--- src/rtl/crc_block_packer.sv ---
// Byte-stream framer: packs 8 bytes into a 64-bit block, computes CRC-8 (poly 0x07)
// one bit per clock, strobes the result out, then freezes for a guard interval.
module crc_block_packer #(
  parameter int unsigned HOLD_CYCLES = 80
) (
  input  logic        clk,
  input  logic        rst_n,
  input  logic [7:0]  byte_in,
  input  logic        byte_valid,
  output logic        byte_ready,
  input  logic        abort,
  output logic [0:63] data_out,
  output logic [7:0]  crc_out,
  output logic        set,
  output logic        busy
);

  localparam int unsigned BYTE_CNT_W = 3;
  localparam int unsigned BIT_CNT_W  = 6;
  localparam int unsigned HOLD_W     = 8;
  localparam int unsigned CRC_W      = 8;

  localparam logic [1:0] S_COLLECT = 2'd0;
  localparam logic [1:0] S_CALC    = 2'd1;
  localparam logic [1:0] S_EMIT    = 2'd2;
  localparam logic [1:0] S_HOLD    = 2'd3;

  logic [1:0]            state_q,    state_d;
  logic [BYTE_CNT_W-1:0] byte_cnt_q, byte_cnt_d;
  logic [BIT_CNT_W-1:0]  bit_cnt_q,  bit_cnt_d;
  logic [HOLD_W-1:0]     hold_cnt_q, hold_cnt_d;
  logic [CRC_W-1:0]      crc_q,      crc_d;
  logic [0:63]           work_q,     work_d;
  logic [0:63]           data_d;
  logic [CRC_W-1:0]      crc_out_d;
  logic                  set_d;

  // One MSB-first step of the 0x07 polynomial, no reflection.
  function automatic logic [CRC_W-1:0] crc8_step(input logic [CRC_W-1:0] crc,
                                                 input logic b);
    logic fb;
    fb = crc[7] ^ b;
    return {crc[6:0], 1'b0} ^ (fb ? 8'h07 : 8'h00);
  endfunction

  // Next-state and datapath update.
  always_comb begin
    state_d    = state_q;
    byte_cnt_d = byte_cnt_q;
    bit_cnt_d  = bit_cnt_q;
    hold_cnt_d = hold_cnt_q;
    crc_d      = crc_q;
    work_d     = work_q;
    data_d     = data_out;
    crc_out_d  = crc_out;
    set_d      = 1'b0;

    case (state_q)
      S_COLLECT: begin
        if (abort) begin
          byte_cnt_d = '0;
          work_d     = '0;
        end else if (byte_valid) begin
          work_d     = {work_q[8:63], byte_in};
          byte_cnt_d = byte_cnt_q + BYTE_CNT_W'(1);
          if (byte_cnt_q == BYTE_CNT_W'(7)) begin
            state_d   = S_CALC;
            crc_d     = '0;
            bit_cnt_d = '0;
          end
        end
      end
      S_CALC: begin
        crc_d     = crc8_step(crc_q, work_q[bit_cnt_q]);
        bit_cnt_d = bit_cnt_q + BIT_CNT_W'(1);
        if (bit_cnt_q == BIT_CNT_W'(63)) begin
          state_d = S_EMIT;
        end
      end
      S_EMIT: begin
        data_d     = work_q;
        crc_out_d  = crc_q;
        set_d      = 1'b1;
        hold_cnt_d = HOLD_W'(HOLD_CYCLES);
        state_d    = S_HOLD;
      end
      S_HOLD: begin
        if (hold_cnt_q == '0) begin
          state_d    = S_COLLECT;
          byte_cnt_d = '0;
        end else begin
          hold_cnt_d = hold_cnt_q - HOLD_W'(1);
        end
      end
      default: state_d = S_COLLECT;
    endcase
  end

  always_ff @(posedge clk or negedge rst_n) begin
    if (!rst_n) begin
      state_q    <= S_COLLECT;
      byte_cnt_q <= '0;
      bit_cnt_q  <= '0;
      hold_cnt_q <= '0;
      crc_q      <= '0;
      work_q     <= '0;
      data_out   <= '0;
      crc_out    <= '0;
      set        <= 1'b0;
    end else begin
      state_q    <= state_d;
      byte_cnt_q <= byte_cnt_d;
      bit_cnt_q  <= bit_cnt_d;
      hold_cnt_q <= hold_cnt_d;
      crc_q      <= crc_d;
      work_q     <= work_d;
      data_out   <= data_d;
      crc_out    <= crc_out_d;
      set        <= set_d;
    end
  end

  // Handshake flags are pure decodes of the state register.
  assign byte_ready = (state_q == S_COLLECT);
  assign busy       = (state_q != S_COLLECT);

endmodule

--- config.mk ---
export PLATFORM = sky130hd
export DESIGN_NAME = crc_block_packer
export DESIGN_NICKNAME = d
export VERILOG_FILES = /design/src/rtl/crc_block_packer.sv
export SDC_FILE = /design/constraint.sdc
export NUM_CORES = 1
export LEC_CHECK = 0
export ABC_AREA = 1
export CAP_MARGIN = 5
export CORE_UTILIZATION = 50
export DETAILED_ROUTE_END_ITERATION = 8
export PLACE_DENSITY = 0.75
export SLEW_MARGIN = 40
export SYNTH_ARGS = -nofsm -noshare
export SYNTH_HDL_FRONTEND = slang
export SYNTH_SLANG_ARGS = --single-unit
--- constraint.sdc ---
create_clock -name clk -period 1.85 [get_ports clk]
set_input_delay 0.185 -clock clk [delete_from_list [all_inputs] [get_ports clk]]
set_output_delay 0.185 -clock clk [all_outputs]
set_load 0.02 [all_outputs]
# Word level (Yosys, flattened, before mapping)
# Cells that the tools add are included.
classes:
  mux: 27
  n_reduce_logical: 12
  addsub: 3
  order_cmp: 1
  bitwise_logic: 3
  eq_ne: 12
ops:
  columns: ["cell", "count"]
  rows:
  - ["$mux 64", 2]
  - ["$mux 8", 4]
  - ["$pmux 8 s2", 2]
  - ["$mux 6", 3]
  - ["$mux 3", 4]
  - ["$pmux 6 s2", 1]
  - ["$mux 2", 5]
  - ["$ne 2x2->1 const B", 5]
  - ["$reduce_bool 2->1", 5]
  - ["$logic_not 8->1", 1]
  - ["$pmux 2 s4", 1]
  - ["$sub 8x1->8 const B", 1]
  - ["$xor 8x3->8", 1]
  - ["$ge 7x7->1 const B", 1]
  - ["$not 6->7", 1]
  - ["$add 6x1->6 const B", 1]
  - ["$bmux 1 s6", 1]
  - ["$eq 6x6->1 const B", 1]
  - ["$pmux 3 s2", 1]
  - ["$reduce_and 5->1", 1]
  - ["$eq 2x2->1 const B", 2]
  - ["$reduce_and 2->1", 2]
  - ["$reduce_and 4->1", 1]
  - ["$add 3x1->3 const B", 1]
  - ["other kinds (8)", 10]
totals:
  out_inout_bits: 75
  input_bits: 12
  wordCells: 67
  reg_bits: 164

# Logic depth before layout (Yosys ltp)
depth:
  ltp_word: 8
  depth_mapped: 15

# Worst setup path after synthesis
# Ideal clock, no wire load.
synth_timing:
  path_type: "flip-flop to flip-flop"
  startpoint: "register state_q[0]"
  endpoint: "register work_q[11] in the netlist's numbering"
  required_time_ns: 1.767
  setup_time_ns: 0.083
  stages_incl_launch_ff: 9
  n_path_buf: 2
  slack_ns: -0.195
  arrival_ns: 1.962
  path_cell_list: "dfrtp_1 -> inv_1 -> ha_1 -> inv_1 -> nor2_1 -> inv_1 -> clkbuf_1 -> buf_1 -> o22ai_1"
synth_via:
  elab_chain_cells: 2
synth_rtl:
  columns: ["item", "line_no", "rtl"]
  rows:
  - ["start, declared", "28", "logic [1:0] state_q, state_d;"]
  - ["start signal, assigned", "111", "state_q <= state_d;"]
  - ["$logic_not 2->1", null, null]
  - ["named net byte_ready", "10", "output logic byte_ready,"]
  - ["$reduce_and 2->1 (no line)", null, null]
  - ["end signal, assigned", "116", "work_q <= work_d;"]
  - ["end, declared", "33", "logic [0:63] work_q, work_d;"]
# The timed path passes the listed nets, and every way through them passes these cells.
# A chain may end at the register's enable or synchronous reset.

# Final worst setup path
layout_timing:
  startpoint: "register bit_cnt_q[0]"
  endpoint: "register crc_q[1]"
layout_via:
  elab_chain_cells: 8
layout_rtl:
  columns: ["item", "line_no", "rtl"]
  rows:
  - ["start, declared", "30", "logic [BIT_CNT_W-1:0] bit_cnt_q, bit_cnt_d;"]
  - ["start signal, assigned", "113", "bit_cnt_q <= bit_cnt_d;"]
  - ["$not 6->7 (not written as such)", "74", "crc_d = crc8_step(crc_q, work_q[bit_cnt_q]);"]
  - ["$bmux 1 s6", "74", null]
  - ["$mux 1 (not written as such) (2 in a row)", "74", null]
  - ["$xor 1x1->1", "42", "fb = crc[7] ^ b;"]
  - ["$mux 3", "43", "return {crc[6:0], 1'b0} ^ (fb ? 8'h07 : 8'h00);"]
  - ["$xor 8x3->8", "43", null]
  - ["$pmux 8 s2", "58", "case (state_q)"]
  - ["end signal, assigned", "115", "crc_q <= crc_d;"]
  - ["end, declared", "32", "logic [CRC_W-1:0] crc_q, crc_d;"]
# Every way passes these cells. The select of a mux whose other input is x is not followed.

==> flow_summary.ini <==
[floorplanning]
core-area_um2 = 13300
die_w_um = 119
die_y_um = 119
num_rows = 42
io_pins = 87
initial_core_util = 0.517
dieArea_um2 = 14300

[sta]
finClkSkew_ns = 0.00643
worst_slack_ns = -0.00556
post-route-min-period_ns = 1.86
min_period_over_period = 1.00
finalSetupViolCount = 1
fmax_mhz = 539
slew-limit-headroom = 0.701
hold_viol = 0
setup_tns_ns = -0.00556
rsz0062_at_grt = yes
drv_slew = 0
worst_pin_slew_ns = 0.448

[power]
p_total_mw = 13.6
powerDensity_nw_per_um2 = 1520
peakVddDrop_uv = 1100
leakage_nw = 4.04

[yosys]
ys_async_sr_fraction = 1.00
yosys-top-cells-area = dfrtp_1, nand2_1, o21ai_0
avgSynthCellArea_um2 = 8.97
synth_most_common_cell = nand2_1
synthCells = 769
yosysTopAreaCellShare = 0.595
synth_nets = 791
syn-cell-area_um2 = 6900
yosys.cell_types.count = 28
yosys.area_share.simple = 0.162
yosys.area.top_type = dfrtp_1
netlist_top_cells_count = nand2_1, dfrtp_1, o21ai_0
synth-seq-area-share = 0.595
synthXorXnorAreaFrac = 0.00381
synth.area.mux_share = 0
yosys_register_bits = 164
yosys_warnings = 0
synth_edf_count = 0
synth-main-ff-cell = dfrtp_1
synth_compound_gate_area_share = 0.143
synth_fa_ha_area_frac = 0.0181
synth_top_family_by_area = simple AND/OR/NAND/NOR gates

[placement]
routabilityCongestion = 0.808
place_hpwl_um = 10500
dp_slack_ns = -0.0580
port_buffers = 86

[cts]
cts.reportedPaths.clkPinSlew_ns = 0.06
root_buffer = clkbuf_16
cts.path.max_buffers = 2
cts_max_level = 4
clock_sink_count = 164
clk_latency_ns = 0.42
cts_buffers = 17
cts_tree = yes

[detailed_routing]
drt_iter0_markers = 555
firstDrtPassIters = 4
drcViolationCount = 0
ant_nets = 0
wirelength_um = 16400
detail_route.wl_per_cell_um = 15.6
vias = 5751
via_per_inst = 5.46

[global_routing]
grt_pass1_vias = 5674
grt_use_total = 0.242
antenna_found_initial = 0
grt_max_degree = 78
grt_pass1_wl_um = 27200
grt-ovfl-total = 0

[cells_and_area]
areaGrowthSynthToFinish_pct = 29.7
drive_above_1_share = 0.115
nets = 888
diodes = 0

[setup_path]
cp-end-kind = flip-flop
crit_required_ns = 2.21
cp_max_fo = 5
start_kind = flip-flop
arrival_ns = 2.21
crit_type = reg -> reg

[job]
maxCapViolCount = 0

[status]
violations = negative setup slack
status = finished, violations left

[hold_path]
hp-class = in -> async
state kept, by name, indices dropped and copies added, names as in the netlist:
name and flops:
work_q 64, crc_out 8, bit_cnt_q 6, hold_cnt_q 8, byte_cnt_q 3, set 1, crc_q 8, state_q 2
data_out 64
worst max-delay path: stages (launching register included):
cell	delay [ns]
dfrtp_2	0.45
clkinv_4	0.12
buf_12	0.15
buf_4	0.13
nand2_1	0.05
nand3_1	0.08
nand3_1	0.09
nand3_1	0.09
nand3_2	0.10
nand2_1	0.08
nand2_2	0.12
nand3_4	0.09
nand3_1	0.11
nand3_2	0.08
nand2_1	0.06
path summary, 6_finish.rpt:
| kind | startpoint | endpoint | slack, ns | cells past startpoint |
|---|---|---|---|---|
| max | bit_cnt_q[0] | crc_q[1] | -0.006 | 14 |
| min | rst_n | data_out[29] | 0.27 | 2 |
| max reg2reg | bit_cnt_q[0] | crc_q[1] | -0.006 | 14 |
| min reg2reg | data_out[27] | data_out[27] | 0.48 | 2 |
| max in group asynchronous | rst_n | bit_cnt_q[0] | 0.90 | 3 |
| min in group clk | byte_in[6] | work_q[57] | 0.34 | 3 |
layout by cell type, fill, tap and decap left out, drive strengths merged, types with 2 or more instances in the layout:
cell type,count
buf,26
clkinvlp,3
ha,10
a31oi,2
a21oi,9
nor2,26
nor3,4
nand2,190
nand3,50
o22ai,61
or3,2
clkdlybuf4s50,83
dfrtp,164
bufinv,3
clkbuf,24
clkinv,5
xnor2,2
inv,100
o21ai,106
kinds of logic after synthesis:
family                     after synthesis
and+or+nand+nor                        274
AOI/OAI and AO/OA                      180
DFF                                    164
buffers and inverters                  138
adders and majority gates               10
xor gates and xnor gates                 3
repair_timing:
item,in CTS,in global routing
endpoints found under the setup margin,5,14
cloned,0,3
hold endpoints to repair,44,0
resized for setup,4,53
hold buffers,1,0
pin swaps,0,18
buffers inserted,0,5
through the flow:
step,utilization,hold WS (ns),area [µm²],instances
global route,0.671,0.304,8950,1054
detailed placement,0.606,0.150,8080,1014
CTS,0.650,0.273,8670,1046
global placement,0.606,0.145,8080,1014
floorplan,-,-0.111,6910,769
finish,0.671,0.269,8950,1054
cell type report:
cell class              instances  area, µm²
flip-flops and latches        164       4110
multi-input cells             467       2430
fillers                      1052       4400
clock buffers                  22        444
repair buffers                114       1220
well taps                     176        220
clock inverters                 9        131
inverters                     102        392
power breakdown:
group / switching, mW / internal, mW / leakage [nW]
logic: 3.37 / 2.09 / 1.53
registers: 0.438 / 4.29 / 2.24
clock network: 1.35 / 2.11 / 0.270
layer usage:
layer | up-vias | part of all wire | GRT usage
met3 | 22 | 0.042 | 0.0484
met2 | 167 | 0.51 | 0.403
met5 | - | 0 | 0
li1 | 2711 | - | -
met4 | 0 | 0.016 | 0.0914
met1 | 2851 | 0.43 | 0.312
(Power assumes the default switching activity.)
